File: config.mk
export PLATFORM = sky130hd
export DESIGN_NAME = div
export DESIGN_NICKNAME = d
export VERILOG_FILES = /design/src/rtl/div_pkg.sv /design/src/rtl/div.sv
export SDC_FILE = /design/constraint.sdc
export NUM_CORES = 1
export LEC_CHECK = 0
export CAP_MARGIN = 15
export CORE_MARGIN = 10
export CORE_UTILIZATION = 40
export CTS_BUF_LIST = sky130_fd_sc_hd__clkbuf_4 sky130_fd_sc_hd__clkbuf_8 sky130_fd_sc_hd__clkbuf_16
export DETAILED_ROUTE_END_ITERATION = 12
export PLACE_DENSITY = 0.57
export SKIP_LAST_GASP = 1
export SYNTH_ARGS = -nofsm -noshare
export SYNTH_HDL_FRONTEND = slang
export SYNTH_SLANG_ARGS = --single-unit
File: constraint.sdc
create_clock -name clk -period 7.8 [get_ports clk]
set_input_delay 0.78 -clock clk [delete_from_list [all_inputs] [get_ports clk]]
set_output_delay 0.78 -clock clk [all_outputs]
set_load 0.02 [all_outputs]
File: src/rtl/div_pkg.sv
// Shared types and constants for the iterative divider.
package div_pkg;

    localparam int REG_BUS        = 32;
    localparam int DOUBLE_REG_BUS = 64;

    // Controller states; the codes match the rest of the pipeline.
    typedef enum logic [1:0] {
        DIV_FREE    = 2'b00,
        DIV_BY_ZERO = 2'b01,
        DIV_ON      = 2'b10,
        DIV_END     = 2'b11
    } div_state_e;

    localparam logic DIV_RESULT_READY     = 1'b1;
    localparam logic DIV_RESULT_NOT_READY = 1'b0;
    localparam logic DIV_START            = 1'b1;
    localparam logic DIV_STOP             = 1'b0;

    // One restoring step per cycle; after this many steps the quotient is complete.
    localparam logic [5:0] DIV_STEPS = 6'd32;

    // Magnitude of an operand; only negative values in signed mode are negated.
    function automatic logic [REG_BUS-1:0] abs_if_signed(input logic [REG_BUS-1:0] v,
                                                        input logic sgn);
        return (sgn && v[REG_BUS-1]) ? (~v + 1'b1) : v;
    endfunction

endpackage

File: src/rtl/div.sv
// Iterative 32-bit signed/unsigned restoring divider for the execute stage.
// Produces {remainder, quotient}; handles divide-by-zero and pipeline annul.
module div
    import div_pkg::*;
(
    input  logic                      clk,
    input  logic                      rst,
    input  logic                      signed_div_i,
    input  logic [REG_BUS-1:0]        opdata1_i,
    input  logic [REG_BUS-1:0]        opdata2_i,
    input  logic                      start_i,
    input  logic                      annul_i,
    output logic [DOUBLE_REG_BUS-1:0] result_o,
    output logic                      ready_o
);

    div_state_e                state_reg, state_next;
    logic [5:0]                cnt_reg, cnt_next;
    logic [64:0]               dividend_reg, dividend_next;
    logic [REG_BUS-1:0]        divisor_reg, divisor_next;
    logic                      neg_quot_reg, neg_quot_next;
    logic                      neg_rem_reg, neg_rem_next;
    logic [DOUBLE_REG_BUS-1:0] result_reg, result_next;
    logic                      ready_reg, ready_next;

    logic [32:0]               diff;
    logic [REG_BUS-1:0]        quot_fix;
    logic [REG_BUS-1:0]        rem_fix;

    // Trial subtraction of the divisor from the upper partial remainder, plus sign fix-up.
    always_comb begin
        diff     = {1'b0, dividend_reg[63:32]} - {1'b0, divisor_reg};
        quot_fix = neg_quot_reg ? (~dividend_reg[31:0] + 1'b1) : dividend_reg[31:0];
        rem_fix  = neg_rem_reg  ? (~dividend_reg[64:33] + 1'b1) : dividend_reg[64:33];
    end

    // Next-state and datapath control for the divide sequence.
    always_comb begin
        state_next    = state_reg;
        cnt_next      = cnt_reg;
        dividend_next = dividend_reg;
        divisor_next  = divisor_reg;
        neg_quot_next = neg_quot_reg;
        neg_rem_next  = neg_rem_reg;
        result_next   = result_reg;
        ready_next    = ready_reg;

        case (state_reg)
            DIV_FREE: begin
                result_next = '0;
                ready_next  = DIV_RESULT_NOT_READY;
                if (start_i == DIV_START && !annul_i) begin
                    if (opdata2_i == '0) begin
                        state_next = DIV_BY_ZERO;
                    end else begin
                        state_next    = DIV_ON;
                        cnt_next      = '0;
                        dividend_next = {32'b0, abs_if_signed(opdata1_i, signed_div_i), 1'b0};
                        divisor_next  = abs_if_signed(opdata2_i, signed_div_i);
                        // Keep the original signs; the magnitudes lose them.
                        neg_quot_next = signed_div_i && (opdata1_i[31] ^ opdata2_i[31]);
                        neg_rem_next  = signed_div_i && opdata1_i[31];
                    end
                end
            end

            DIV_BY_ZERO: begin
                state_next  = DIV_END;
                result_next = '0;
                ready_next  = DIV_RESULT_READY;
            end

            DIV_ON: begin
                if (annul_i) begin
                    state_next  = DIV_FREE;
                    cnt_next    = '0;
                    result_next = '0;
                    ready_next  = DIV_RESULT_NOT_READY;
                end else if (cnt_reg != DIV_STEPS) begin
                    // Negative diff means the divisor did not fit: shift in a 0.
                    if (diff[32]) begin
                        dividend_next = {dividend_reg[63:0], 1'b0};
                    end else begin
                        dividend_next = {diff[31:0], dividend_reg[31:0], 1'b1};
                    end
                    cnt_next = cnt_reg + 6'd1;
                end else begin
                    state_next  = DIV_END;
                    cnt_next    = '0;
                    result_next = {rem_fix, quot_fix};
                    ready_next  = DIV_RESULT_READY;
                end
            end

            DIV_END: begin
                // start_i held high is only a hold; dropping it releases the result.
                if (start_i == DIV_STOP) begin
                    state_next  = DIV_FREE;
                    cnt_next    = '0;
                    result_next = '0;
                    ready_next  = DIV_RESULT_NOT_READY;
                end
            end

            default: begin
                state_next = DIV_FREE;
            end
        endcase
    end

    // State and datapath registers; reset clears everything immediately.
    always_ff @(posedge clk or negedge rst) begin
        if (!rst) begin
            state_reg    <= DIV_FREE;
            cnt_reg      <= '0;
            dividend_reg <= '0;
            divisor_reg  <= '0;
            neg_quot_reg <= 1'b0;
            neg_rem_reg  <= 1'b0;
            result_reg   <= '0;
            ready_reg    <= DIV_RESULT_NOT_READY;
        end else begin
            state_reg    <= state_next;
            cnt_reg      <= cnt_next;
            dividend_reg <= dividend_next;
            divisor_reg  <= divisor_next;
            neg_quot_reg <= neg_quot_next;
            neg_rem_reg  <= neg_rem_next;
            result_reg   <= result_next;
            ready_reg    <= ready_next;
        end
    end

    assign result_o = result_reg;
    assign ready_o  = ready_reg;

endmodule

==> flow_summary.json, run 1 <==
{
  "fp.dieW_um": 189,
  "core_um2": 28000,
  "hold_buffers": 0,
  "yosys.area_share.simple_pct": 18.1,
  "syn_nets": 1483,
  "syn_area_per_cell_um2": 8.36,
  "async_flop_share_pct": 100,
  "rsz0062_at_grt": "no",
  "drc": 0,
  "fin_crit_sh_pct": 58.0,
  "yosysWarnings": 0,
  "post-dp-hpwl_um": 23100,
  "leakagePower_nw": 6.06,
  "fin_area_um2": 13700,
  "outcome": "finished, final reports clean",
  "antenna_found_initial": 0,
  "synth_edf_count": 0,
  "path_clk_slew_ns": 0.07,
  "wl_um": 30500,
  "max_freq_ghz": 0.221,
  "netlist_top_cells_area": "dfrtp_1, o21ai_0, xor2_1",
  "grt_usage_pct": 17.2,
  "synth_cell_type_count": 56,
  "post_cts_resized": 0,
  "cts_buffers": 17,
  "clock_skew_ns": 0.0156,
  "muxShareOfSynthArea_pct": 3.54,
  "tns_ns": 0,
  "slew_violations": 0,
  "drive_gt1_share_pct": 4.41,
  "synth-adder-area-share_pct": 5.10,
  "grt-ovfl-total": 0,
  "worstMarginPinSlew_ns": 1.09,
  "gp_congestion": 0.861,
  "hold_violations": 0,
  "ir_drop_mv": 0.219,
  "clockBufferDepth": 2,
  "portBuffers": 133,
  "path_max_fanout": 30,
  "period_needed_ns": 4.53,
  "row_count": 61,
  "die_h_um": 189,
  "synth_top_family_by_area": "compound AO/OA/AOI/OAI gates",
  "ant_nets": 0,
  "grt_max_degree": 102,
  "critPathLaunchType": "input pin",
  "relSlewSlack_pct": 27.1,
  "nets": 1575,
  "cts_max_level": 4,
  "dpl_cell_area_um2": 13100,
  "dr_total_vias": 9835,
  "synth-compound-area-share_pct": 20.6,
  "areaGrowthSynthToFinish_pct": 19.7,
  "seq_area_frac_synth_pct": 37.7,
  "p_per_area_nw_per_um2": 307,
  "ioPinCount": 134,
  "clock_latency_ns": 0.43,
  "ys_ff_latch": 172,
  "critical_path_class": "input pin to flip-flop",
  "power_mw": 4.20,
  "largest_reg_flops": 65,
  "synth_cells": 1368,
  "vias_per_cell": 5.31,
  "hp-class": "input pin to asynchronous set/reset pin",
  "numClockSinks": 172,
  "synth_area_um2": 11400,
  "yosysTopAreaCellShare_pct": 37.7,
  "cts_root_buffer": "clkbuf_16",
  "required_ns": 8.10,
  "initial_core_util_pct": 40.8,
  "finalSetupViolations": 0,
  "wire_per_inst_um": 16.5,
  "grt_pass1_wl_um": 51100,
  "grt_pass1_vias": 9661,
  "dr.pass1.iters": 4,
  "cp-end-kind": "flip-flop",
  "holdWs_ns": 0.451,
  "antennaDiodeCount": 0,
  "synth_xor_xnor_area_share_pct": 10.9,
  "critPathArrivalTime_ns": 4.82,
  "final_util_pct": 48.9,
  "initialDrtViolationCount": 445,
  "tritoncts": "yes",
  "synth.largest_area_cell": "dfrtp_1",
  "yosys_most_used_dff": "dfrtp_1",
  "post-cts-setup-buffer-count": 0,
  "die_area_um2": 35700,
  "maxCapViolations": 0
}
-- where the power goes --
| group | switching, mW | total [mW] | internal (mW) |
|---|---|---|---|
| logic | 1.20 | 1.95 | 0.754 |
| registers | 0.209 | 1.35 | 1.14 |
| clock network | 0.378 | 0.902 | 0.524 |
-- layout by cell type, fill, tap and decap left out, types with 18 or more instances in the layout --
cell / synthesis / final
nand2_1: 194 / 193
dfrtp_1: 172 / 172
o21ai_0: 170 / 170
clkdlybuf4s50_1: 0 / 132
a21oi_1: 112 / 112
nor2_1: 92 / 92
xor2_1: 89 / 89
inv_1: 54 / 54
xnor2_1: 53 / 53
ha_1: 45 / 44
mux2i_1: 37 / 37
o31ai_1: 31 / 31
or3_1: 20 / 20
nor3_1: 19 / 19
nand3_1: 19 / 18
a21o_1: 19 / 18
-- stage by stage --
step                      worst slack (ns)  instances
final                                 3.27       1851
after global routing                  2.91       1851
after CTS                             3.25       1851
after detailed placement              2.81       1819
after global placement                2.91       1819
after floorplan                       4.52       1368
-- area by class of cell --
class	instances	area (µm²)
Multi-Input combinational cell	1073	6690
Tap cell	378	473
Clock buffer	19	447
Sequential cell	172	4300
Clock inverter	13	176
Timing Repair Buffer	142	1400
Fill cell	2782	14300
Inverter	54	203
-- synthesized netlist by cell type, types with 20 or more instances --
cell type  instances
ha_1              45
xor2_1            89
o31ai_1           31
nand2_1          194
nor2_1            92
inv_1             54
o21ai_0          170
or3_1             20
dfrtp_1          172
mux2i_1           37
xnor2_1           53
clkbuf_1          57
a21oi_1          112
-- final timing paths --
path	from	to	slack [ns]	cells past startpoint
max	opdata2_i[4]	dividend_reg[63]	3.27	10
min	rst	result_o[13]	0.45	1
max reg2reg	state_reg[0]	dividend_reg[63]	3.73	12
min reg2reg	result_o[15]	result_o[15]	0.47	2
max in group asynchronous	rst	dividend_reg[63]	5.82	2
min in group clk	result_o[15]	result_o[15]	0.47	2
-- critical path: stages --
cell and delay (ns):
clkdlybuf4s50_1 0.44, or4_1 0.57, nor3_1 0.51, nand4b_1 0.30, nor3_1 0.73, a21oi_1 0.17, buf_4 0.24, nand2_1 0.68
or2_2 0.28, o211ai_1 0.10
-- cell families after synthesis --
family,after synthesis
and+or+nand+nor,439
muxes,40
DFF,172
adders and majority gates,46
AOI/OAI and AO/OA,406
buffers and inverters,123
xor gates and xnor gates,142
-- layer usage --
metal | part of all wire (%) | track usage [%] | vias up
met1 | 51 | 24.4 | 4617
met2 | 44 | 26.5 | 182
met5 | 0 | 0 | -
li1 | - | - | 5012
met3 | 3.4 | 2.70 | 24
met4 | 1.5 | 4.73 | 0
Power figures use the tool's default switching activity.
==> run 2, diff against run 1 <==
clock period = 4.5 ns   (was 7.8 ns; I/O delays follow)
==> run 2 against run 1 <==
Critical path depth unchanged. Count of clock-buffer cells in the layout down 1. Final area up 0.38%. First-iteration DRC count up 27%. Worst hold slack worse by 0.44 ns. Largest power group unchanged. Critical endpoint is now dividend_reg[33]. Non-clock buffer count up 8. Worst setup slack worse by 2.2 ns. Clock power up 61%.
==> flow_summary.json, run 2 (synthesized netlist as in run 1, its figures left out) <==
{
  "outcome": "finished, final reports clean",
  "r2r_setup_slack_ns": 1.08,
  "drive_gt1_share_pct": 4.86,
  "reg2reg_depth": 10,
  "fin_crit_sh_pct": 75.9,
  "dpl_cell_area_um2": 13200,
  "grt_pass1_wl_um": 51000,
  "post-cts-setup-buffer-count": 0,
  "seq_area_um2": 4300,
  "holdWs_ns": 0.00943,
  "power_mw": 7.23,
  "wire_per_inst_um": 16.6,
  "multiInputGateArea_um2": 6690,
  "power_frac_comb_pct": 47.3,
  "ioPinCount": 134,
  "vias_per_cell": 5.24,
  "gp_congestion": 0.835,
  "final_common_cell": "nand2_1",
  "die_area_um2": 35700,
  "grt-ovfl-total": 0,
  "clock_skew_ns": 0.0129,
  "post_cts_resized": 0,
  "tritoncts": "yes",
  "maxCapViolations": 0,
  "die_h_um": 189,
  "critical_path_class": "flip-flop to flip-flop",
  "p_per_area_nw_per_um2": 526,
  "grt_usage_pct": 17.2,
  "initial_core_util_pct": 40.8,
  "leakagePower_nw": 6.10,
  "tns_ns": 0,
  "critPathMaxStageDelay_ns": 0.47,
  "dr_total_vias": 9744,
  "initialDrtViolationCount": 566,
  "path_clk_slew_ns": 0.07,
  "cts_max_level": 4,
  "r2r-end": "dividend_reg[33]",
  "drc": 0,
  "p_sw_share_pct": 43.2,
  "antennaDiodeCount": 0,
  "internal_power_mw": 4.11,
  "ir_drop_mv": 0.283,
  "worstMarginPinSlew_ns": 1.03,
  "fp.dieW_um": 189,
  "critical_path.startpoint": "dividend_reg[49]",
  "cp-end-kind": "flip-flop",
  "clockBufferDepth": 2,
  "worst_slack_ns": 1.08,
  "cp_slowest_cell": "dfrtp_1",
  "clock_latency_ns": 0.44,
  "critPathLaunchType": "flip-flop",
  "row_count": 61,
  "finalSetupViolations": 0,
  "max_freq_ghz": 0.293,
  "path_max_fanout": 12,
  "cts_buffers": 17,
  "post-dp-hpwl_um": 23500,
  "antenna_found_initial": 0,
  "dp_slack_ns": 0.723,
  "portBuffers": 133,
  "areaGrowthSynthToFinish_pct": 20.2,
  "rsz0062_at_grt": "no",
  "timing.rr.start": "dividend_reg[49]",
  "ant_nets": 0,
  "clock_power_share_pct": 20.0,
  "required_ns": 4.85,
  "slew_violations": 0,
  "largest_reg_flops": 65,
  "core_um2": 28000,
  "wl_um": 30900,
  "hold_violations": 0,
  "period_needed_ns": 3.42,
  "grt_pass1_vias": 9588,
  "hold_buffers": 0,
  "critPathArrivalTime_ns": 3.76,
  "fin_area_um2": 13700,
  "dr.pass1.iters": 5,
  "final_cell_mix": "nand2_1, dfrtp_1, o21ai_0, clkdlybuf4s50_1, a21oi_1",
  "grt_max_degree": 103,
  "endpoint": "dividend_reg[33]",
  "nets": 1583,
  "cts_root_buffer": "clkbuf_16",
  "p_seq_share_pct": 32.7,
  "numClockSinks": 172,
  "worstPathCellList": "ha_1 > a211oi_1 > nor2_1 > or3_1 > a211oi_1 > a211oi_1 > o221ai_4 > buf_4 > mux2_2 > o22ai_1",
  "fill_cells": 2753,
  "cp_common_cell": "a211oi_1",
  "relSlewSlack_pct": 31.5,
  "hp-class": "input pin to asynchronous set/reset pin",
  "switching_power_mw": 3.12
}
[run 2: per-layer routing]
metal | global-route usage, % | vias up | wire length [µm] | share of wire (%)
li1 | - | 5017 | - | -
met1 | 23.8 | 4547 | 15600 | 50
met2 | 27.7 | 158 | 14100 | 46
met3 | 2.57 | 22 | 890 | 2.9
met4 | 4.00 | 0 | 375 | 1.2
met5 | 0 | - | 0 | 0
[run 2: metrics by stage]
step / utilization, % / std cells
after global routing: 49.1 / 1858
after detailed placement: 47.0 / 1827
after floorplan: - / 1368
final: 49.1 / 1858
after CTS: 49.1 / 1858
after global placement: 47.0 / 1827
[run 2: how the worst min path moves through the flow]
| stage | start | endpoint | cells past startpoint |
|---|---|---|---|
| after floorplan | rst | cnt_reg[0] | 0 |
| after global placement | result_o[0] | result_o[0] | 2 |
| after detailed placement | result_o[2] | result_o[2] | 2 |
| after CTS | rst | result_o[5] | 1 |
| after global routing | rst | result_o[13] | 1 |
| final | rst | result_o[13] | 1 |
[run 2: power groups by stage]
stage	sequential (mW)	combinational (mW)	clock [mW]
2_1_floorplan	2.40	2.33	0
6_report	2.36	3.42	1.45
3_5_place_dp	2.39	3.45	0
5_1_grt	2.44	3.85	1.54
4_1_cts	2.36	3.46	1.48
3_3_place_gp	2.38	3.41	0
[run 2: worst max-delay path, delay by kind of cell, from the launching register on]
family,cells,cell delay [ns]
flip-flops,1,0.47
buffers and inverters,1,0.30
adder cells (fa/ha/maj),1,0.44
AO/OA/AOI/OAI,5,1.36
AND/OR/NAND/NOR,2,0.40
multiplexers,1,0.36
[run 2: final cells by class]
type                    instances  share of cell area, %
inverters                      54                   1.48
flip-flops and latches        172                   31.3
clock inverters                13                  0.965
multi-input cells            1073                   48.7
repair buffers                150                   11.0
well taps                     378                   3.44
clock buffers                  18                   3.15
